==> config.mk <==
export PLATFORM = sky130hd
export DESIGN_NAME = trena_sequenciador
export DESIGN_NICKNAME = d
export VERILOG_FILES = /design/src/rtl/trena_sequenciador.sv
export SDC_FILE = /design/constraint.sdc
export NUM_CORES = 1
export LEC_CHECK = 0
export CAP_MARGIN = 20
export CORE_MARGIN = 10
export CORE_UTILIZATION = 53
export CTS_CLUSTER_SIZE = 24
export DETAILED_ROUTE_END_ITERATION = 12
export MAX_ROUTING_LAYER = met4
export PLACE_DENSITY = 0.8
export SLEW_MARGIN = 0
export SYNTH_ARGS = -nofsm -noshare
export SYNTH_HDL_FRONTEND = slang
export SYNTH_SLANG_ARGS = --single-unit
export TNS_END_PERCENT = 30
==> constraint.sdc <==
create_clock -name clock -period 2.5 [get_ports clock]
set_input_delay 0.5 -clock clock [delete_from_list [all_inputs] [get_ports clock]]
set_output_delay 0.5 -clock clock [all_outputs]
set_load 0.01 [all_outputs]
==> src/rtl/trena_sequenciador.sv <==
// trena_sequenciador: control FSM for one ultrasonic distance measurement.
// Starts the trigger pulse, times the echo window against a timeout, latches
// the BCD distance, and then streams it as four ASCII characters
// (hundreds, tens, units, '#') through the serial transmitter.
module trena_sequenciador #(
  parameter int TIMEOUT_CICLOS  = 1250000,
  parameter int LARGURA_TIMEOUT = 21
) (
  input  logic        clock,
  input  logic        reset,
  input  logic        mensurar,
  input  logic        echo,
  input  logic        fim_pulso,
  input  logic [11:0] medida,
  input  logic        fim_tx,
  output logic        zera_medida,
  output logic        gera_pulso,
  output logic        conta_medida,
  output logic        partida_tx,
  output logic [6:0]  dado_tx,
  output logic        pronto,
  output logic        erro,
  output logic [3:0]  db_estado
);

  typedef enum logic [3:0] {
    INICIAL      = 4'd0,
    PREPARACAO   = 4'd1,
    ENVIA_PULSO  = 4'd2,
    ESPERA_PULSO = 4'd3,
    ESPERA_ECHO  = 4'd4,
    MEDINDO      = 4'd5,
    ARMAZENA     = 4'd6,
    TRANSMITE    = 4'd7,
    ESPERA_TX    = 4'd8,
    PROXIMO      = 4'd9,
    FINAL        = 4'd10,
    TIMEOUT      = 4'd14
  } estado_t;

  localparam logic [LARGURA_TIMEOUT-1:0] LIMITE = LARGURA_TIMEOUT'(TIMEOUT_CICLOS - 1);

  estado_t                    estado;
  estado_t                    proximo_estado;
  logic                       mensurar_ant;
  logic                       borda;
  logic [LARGURA_TIMEOUT-1:0] contagem;
  logic                       em_janela;
  logic                       estourou;
  logic [1:0]                 indice;
  logic [11:0]                medida_reg;
  logic                       erro_reg;

  // ASCII code of one result character; non-BCD nibbles map to 0x30 + nibble
  // ({3'b011, nibble} is exactly that sum for any 4-bit value).
  function automatic logic [6:0] caractere(input logic [1:0] idx, input logic [11:0] bcd);
    logic [6:0] c;
    case (idx)
      2'd0:    c = {3'b011, bcd[11:8]};
      2'd1:    c = {3'b011, bcd[7:4]};
      2'd2:    c = {3'b011, bcd[3:0]};
      default: c = 7'h23;
    endcase
    return c;
  endfunction

  assign borda     = mensurar & ~mensurar_ant;
  assign em_janela = (estado == ESPERA_PULSO) || (estado == ESPERA_ECHO) || (estado == MEDINDO);
  assign estourou  = em_janela && (contagem == LIMITE);

  // State register and previous sample of mensurar for edge detection
  always_ff @(posedge clock) begin
    if (reset) begin
      estado       <= INICIAL;
      mensurar_ant <= 1'b0;
    end else begin
      estado       <= proximo_estado;
      mensurar_ant <= mensurar;
    end
  end

  // Timeout counter: cleared in preparacao, runs from the trigger through the echo window
  always_ff @(posedge clock) begin
    if (reset || estado == PREPARACAO) begin
      contagem <= '0;
    end else if (estado == ENVIA_PULSO || em_janela) begin
      contagem <= contagem + 1'b1;
    end
  end

  // Result latch and character index
  always_ff @(posedge clock) begin
    if (reset) begin
      medida_reg <= 12'd0;
      indice     <= 2'd0;
    end else if (estado == PREPARACAO) begin
      indice <= 2'd0;
    end else if (estado == ARMAZENA) begin
      medida_reg <= medida;
      indice     <= 2'd0;
    end else if (estado == PROXIMO && indice != 2'd3) begin
      indice <= indice + 2'd1;
    end
  end

  // Error flag: set on entry to timeout so it is visible together with pronto
  always_ff @(posedge clock) begin
    if (reset || estado == PREPARACAO) begin
      erro_reg <= 1'b0;
    end else if (proximo_estado == TIMEOUT) begin
      erro_reg <= 1'b1;
    end
  end

  // Next-state logic; the timeout check overrides fim_pulso/echo transitions
  always_comb begin
    proximo_estado = estado;
    case (estado)
      INICIAL:      if (borda) proximo_estado = PREPARACAO;
      PREPARACAO:   proximo_estado = ENVIA_PULSO;
      ENVIA_PULSO:  proximo_estado = ESPERA_PULSO;
      ESPERA_PULSO: if (estourou) proximo_estado = TIMEOUT;
                    else if (fim_pulso) proximo_estado = ESPERA_ECHO;
      ESPERA_ECHO:  if (estourou) proximo_estado = TIMEOUT;
                    else if (echo) proximo_estado = MEDINDO;
      MEDINDO:      if (estourou) proximo_estado = TIMEOUT;
                    else if (!echo) proximo_estado = ARMAZENA;
      ARMAZENA:     proximo_estado = TRANSMITE;
      TRANSMITE:    proximo_estado = ESPERA_TX;
      ESPERA_TX:    if (fim_tx) proximo_estado = PROXIMO;
      PROXIMO:      proximo_estado = (indice == 2'd3) ? FINAL : TRANSMITE;
      FINAL:        proximo_estado = INICIAL;
      TIMEOUT:      proximo_estado = INICIAL;
      default:      proximo_estado = INICIAL;
    endcase
  end

  // Moore outputs decoded from the registered state
  always_comb begin
    zera_medida  = (estado == PREPARACAO);
    gera_pulso   = (estado == ENVIA_PULSO);
    conta_medida = (estado == MEDINDO) && echo;
    partida_tx   = (estado == TRANSMITE);
    pronto       = (estado == FINAL) || (estado == TIMEOUT);
    dado_tx      = 7'd0;
    if (estado == TRANSMITE || estado == ESPERA_TX) begin
      dado_tx = caractere(indice, medida_reg);
    end
    erro      = erro_reg;
    db_estado = estado;
  end

endmodule

==> flow_summary_export.csv <==
group,metric,value,unit
yosys,postSynthAreaPerCell,8.00,um2
layout,final_nets,322,
route,viasPerCell,5.75,
cts,clock_path_buffers,2,
layout,antenna_cells,0,
sta,rsz0062_at_grt,"false",
floorplan,die_h,82.9,um
place,io_buffers,33,
route,drtIter0Drc,87,
grt,grt_pass1_wl,8670,um
grt,gr-total-overflow,0,
floorplan,initial_core_util,56.0,%
setup_path,cpLargestDelayFamily,"simple AND/OR/NAND/NOR gates",
power_and_ir_drop,p_leak,0.904,nW
power_and_ir_drop,p_switching,313,uW
grt,grt_use_total,14.9,%
setup_path,r2r_start,"contagem[8]",
power_and_ir_drop,power.total,1.24,mW
place,place_congestion,0.911,
sta,period_share,96.0,%
yosys,synth_seq_area_share,39.2,%
setup_path,crit_fanout,6,
cts,clk_latency,0.30,ns
cts,cts_tree,"yes",
power_and_ir_drop,clkPwrFrac,34.5,%
run,maxCapViolCount,0,
grt,antenna_found_initial,0,
grt,grt_pass1_vias,1939,
yosys,syn-instance-count,262,
route,drtAntennaViolNets,0,
sta,relSlewSlack,61.4,%
yosys,synth.distinct_cells,46,
yosys,yosys_warnings,0,
route,avgRoutedWirePerCell,14.9,um
yosys,synth.top_cell.area_share,39.2,%
grt,grt_max_degree,19,
floorplan,core_region_area,3740,um2
sta,skew,0.00509,ns
cts,ctsHoldBuffers,0,
setup_path,max_stage_delay,0.31,ns
setup_path,cp-end-kind,"primary output",
setup_path,crit_type,"reg -> out",
setup_path,cp_slowest_cell,"dfxtp_1",
setup_path,crit_arrival,1.90,ns
floorplan,dieArea,6870,um2
sta,finalMaxSlewViolations,0,
yosys,synth_edf_count,0,
setup_path,start_kind,"flip-flop",
yosys,syn-cell-area,2100,um2
power_and_ir_drop,combPwrFrac,11.6,%
yosys,synth_nets,285,
min_path,hp-start,"medida_reg[9]",
floorplan,die_x,82.9,um
sta,tightestPinTransition,0.574,ns
cts,htreeDepth,2,
power_and_ir_drop,p_int,927,uW
layout,area_growth,23.2,%
yosys,synth.most_common_cell,"dfxtp_1",
route,drt_wl_total,5190,um
yosys,async_flop_share,0,%
sta,finalSetupViolCount,0,
layout,final_util,69.0,%
min_path,min_path_type,"reg -> reg",
setup_path,crit_chain,"or2_2, or2_2, o21a_2, a21oi_1, dlygate4sd2_1",
power_and_ir_drop,swShare,25.2,%
layout,layout-drive-gt1-share,9.33,%
route,vias,2000,
place,dp_hpwl,3930,um
cts,cts_buffers,5,
setup_path,cp_common_cell,"or2_2",
power_and_ir_drop,p_per_area,480,nW/um2
route,drc,0,
setup_path,path_buf_inv,1,
yosys,synth_flop_cell,"dfxtp_1",
sta,fin_setup_tns,0,ns
layout,largest_reg_flops,21,
sta,fmax,0.416,GHz
floorplan,ios,35,
cts,clkSinkCount,41,
power_and_ir_drop,pwr-share-seq,53.9,%
yosys,synthTopCellsByArea,"dfxtp_1 39%, nand2_1 7.0%, a21oi_1 6.9%, or4_1 3.6%, nor2_1 3.0%",
yosys,synth-seq-cells,41,
yosys,ys_top_cells_by_count,"41 x dfxtp_1, 39 x nand2_1, 29 x a21oi_1, 17 x nor2_1",
setup_path,cp-startpoint,"db_estado[1]",
cts,clockRootBuffer,"clkbuf_8",
sta,finalCriticalPeriod,2.40,ns
floorplan,rows,22,
setup_path,crit_required,2.00,ns
run_status,status,"finished clean",
cts,clk_pin_slew,0.08,ns
route,firstDrtPassIters,4,
yosys,synth.largest_area_cell,"dfxtp_1",
sta,hold_viol_final,0,
power_and_ir_drop,max-vdd-ir-drop,0.358,mV
-- power groups by stage --
stage	sequential, mW	combinational (mW)	clock (mW)
after floorplan	0.684	0.0736	0
after global placement	0.683	0.143	0
after detailed placement	0.684	0.144	0
after CTS	0.668	0.144	0.439
after global routing	0.670	0.156	0.466
final	0.668	0.144	0.427
-- metrics by stage --
| step | setup slack, ns | area [um2] | hold WS (ns) | cells |
|---|---|---|---|---|
| final | 0.0989 | 2580 | 0.457 | 348 |
| after global routing | 0.00327 | 2580 | 0.485 | 348 |
| after CTS | 0.0263 | 2590 | 0.457 | 348 |
| after detailed placement | 0.0628 | 2510 | 0.446 | 340 |
| after global placement | 0.135 | 2510 | 0.433 | 340 |
| after floorplan | 0.301 | 2100 | 0.436 | 262 |
-- what timing repair did --
| action | 4_1_cts | 5_1_grt |
|---|---|---|
| hold endpoints to repair | 0 | 0 |
| setup buffers | 0 | 0 |
| gates resized for setup | 7 | 6 |
| endpoints found under the setup margin | 6 | 2 |
-- routing by layer --
metal / up-vias / global-route usage [%] / share of wire (%) / wire length, um
met1: 907 / 17.0 / 44 / 2270
met2: 60 / 24.0 / 48 / 2480
met4: 0 / 8.00 / 3.6 / 186
met5: - / - / 0 / 0
li1: 1015 / - / - / -
met3: 18 / 2.93 / 5.0 / 257
-- cell families after synthesis --
logic type	count (synthesis)	synth area share, %
muxes	2	0.955
adders and majority gates	5	2.99
other	1	0.179
DFF	41	39.2
AOI/OAI and AO/OA	58	17.0
and+or+nand+nor	121	30.7
buffers and inverters	23	4.42
xor gates and xnor gates	11	4.60
-- tightest hold or removal path: cells and delay by family, from the launching register on --
family / cells / cell delay, ns
and+or+nand+nor: 1 / 0.05
DFF: 1 / 0.31
AOI/OAI and AO/OA: 1 / 0.05
-- path summary, 6_finish.rpt --
kind / endpoint / slack, ns / cells past startpoint
min reg2reg: medida_reg[9] / 0.46 / 2
min: medida_reg[9] / 0.46 / 2
max: dado_tx[0] / 0.1 / 5
max reg2reg: contagem[19] / 0.59 / 4
-- final cells by class --
cell class | count | area [um2]
Clock buffer | 5 | 68.8
Clock inverter | 3 | 17.5
Fill cell | 317 | 1160
Inverter | 9 | 33.8
Multi-Input combinational cell | 198 | 1180
Sequential cell | 41 | 821
Tap cell | 48 | 60.1
Timing Repair Buffer | 44 | 398
-- cells in the final DEF (no fill, tap or decap), types with 3 or more instances in the layout --
master,netlist,final
dfxtp_1,41,41
nand2_1,39,39
nor4_1,3,3
buf_4,1,11
xnor2_1,4,4
dlygate4sd2_1,0,4
nor2_1,17,17
inv_1,9,9
nand3_1,11,11
o21ai_0,6,6
clkbuf_8,0,5
or2_2,3,3
a21oi_1,29,29
xor2_1,7,7
nor2b_1,4,4
nand4_1,7,7
nand2b_1,4,4
ha_1,5,5
o31ai_1,5,5
nor3_1,5,5
or3_1,4,4
clkdlybuf4s50_1,0,27
o211ai_1,3,3
or4_1,10,10
Note: power is estimated with default switching activity, not from simulation.
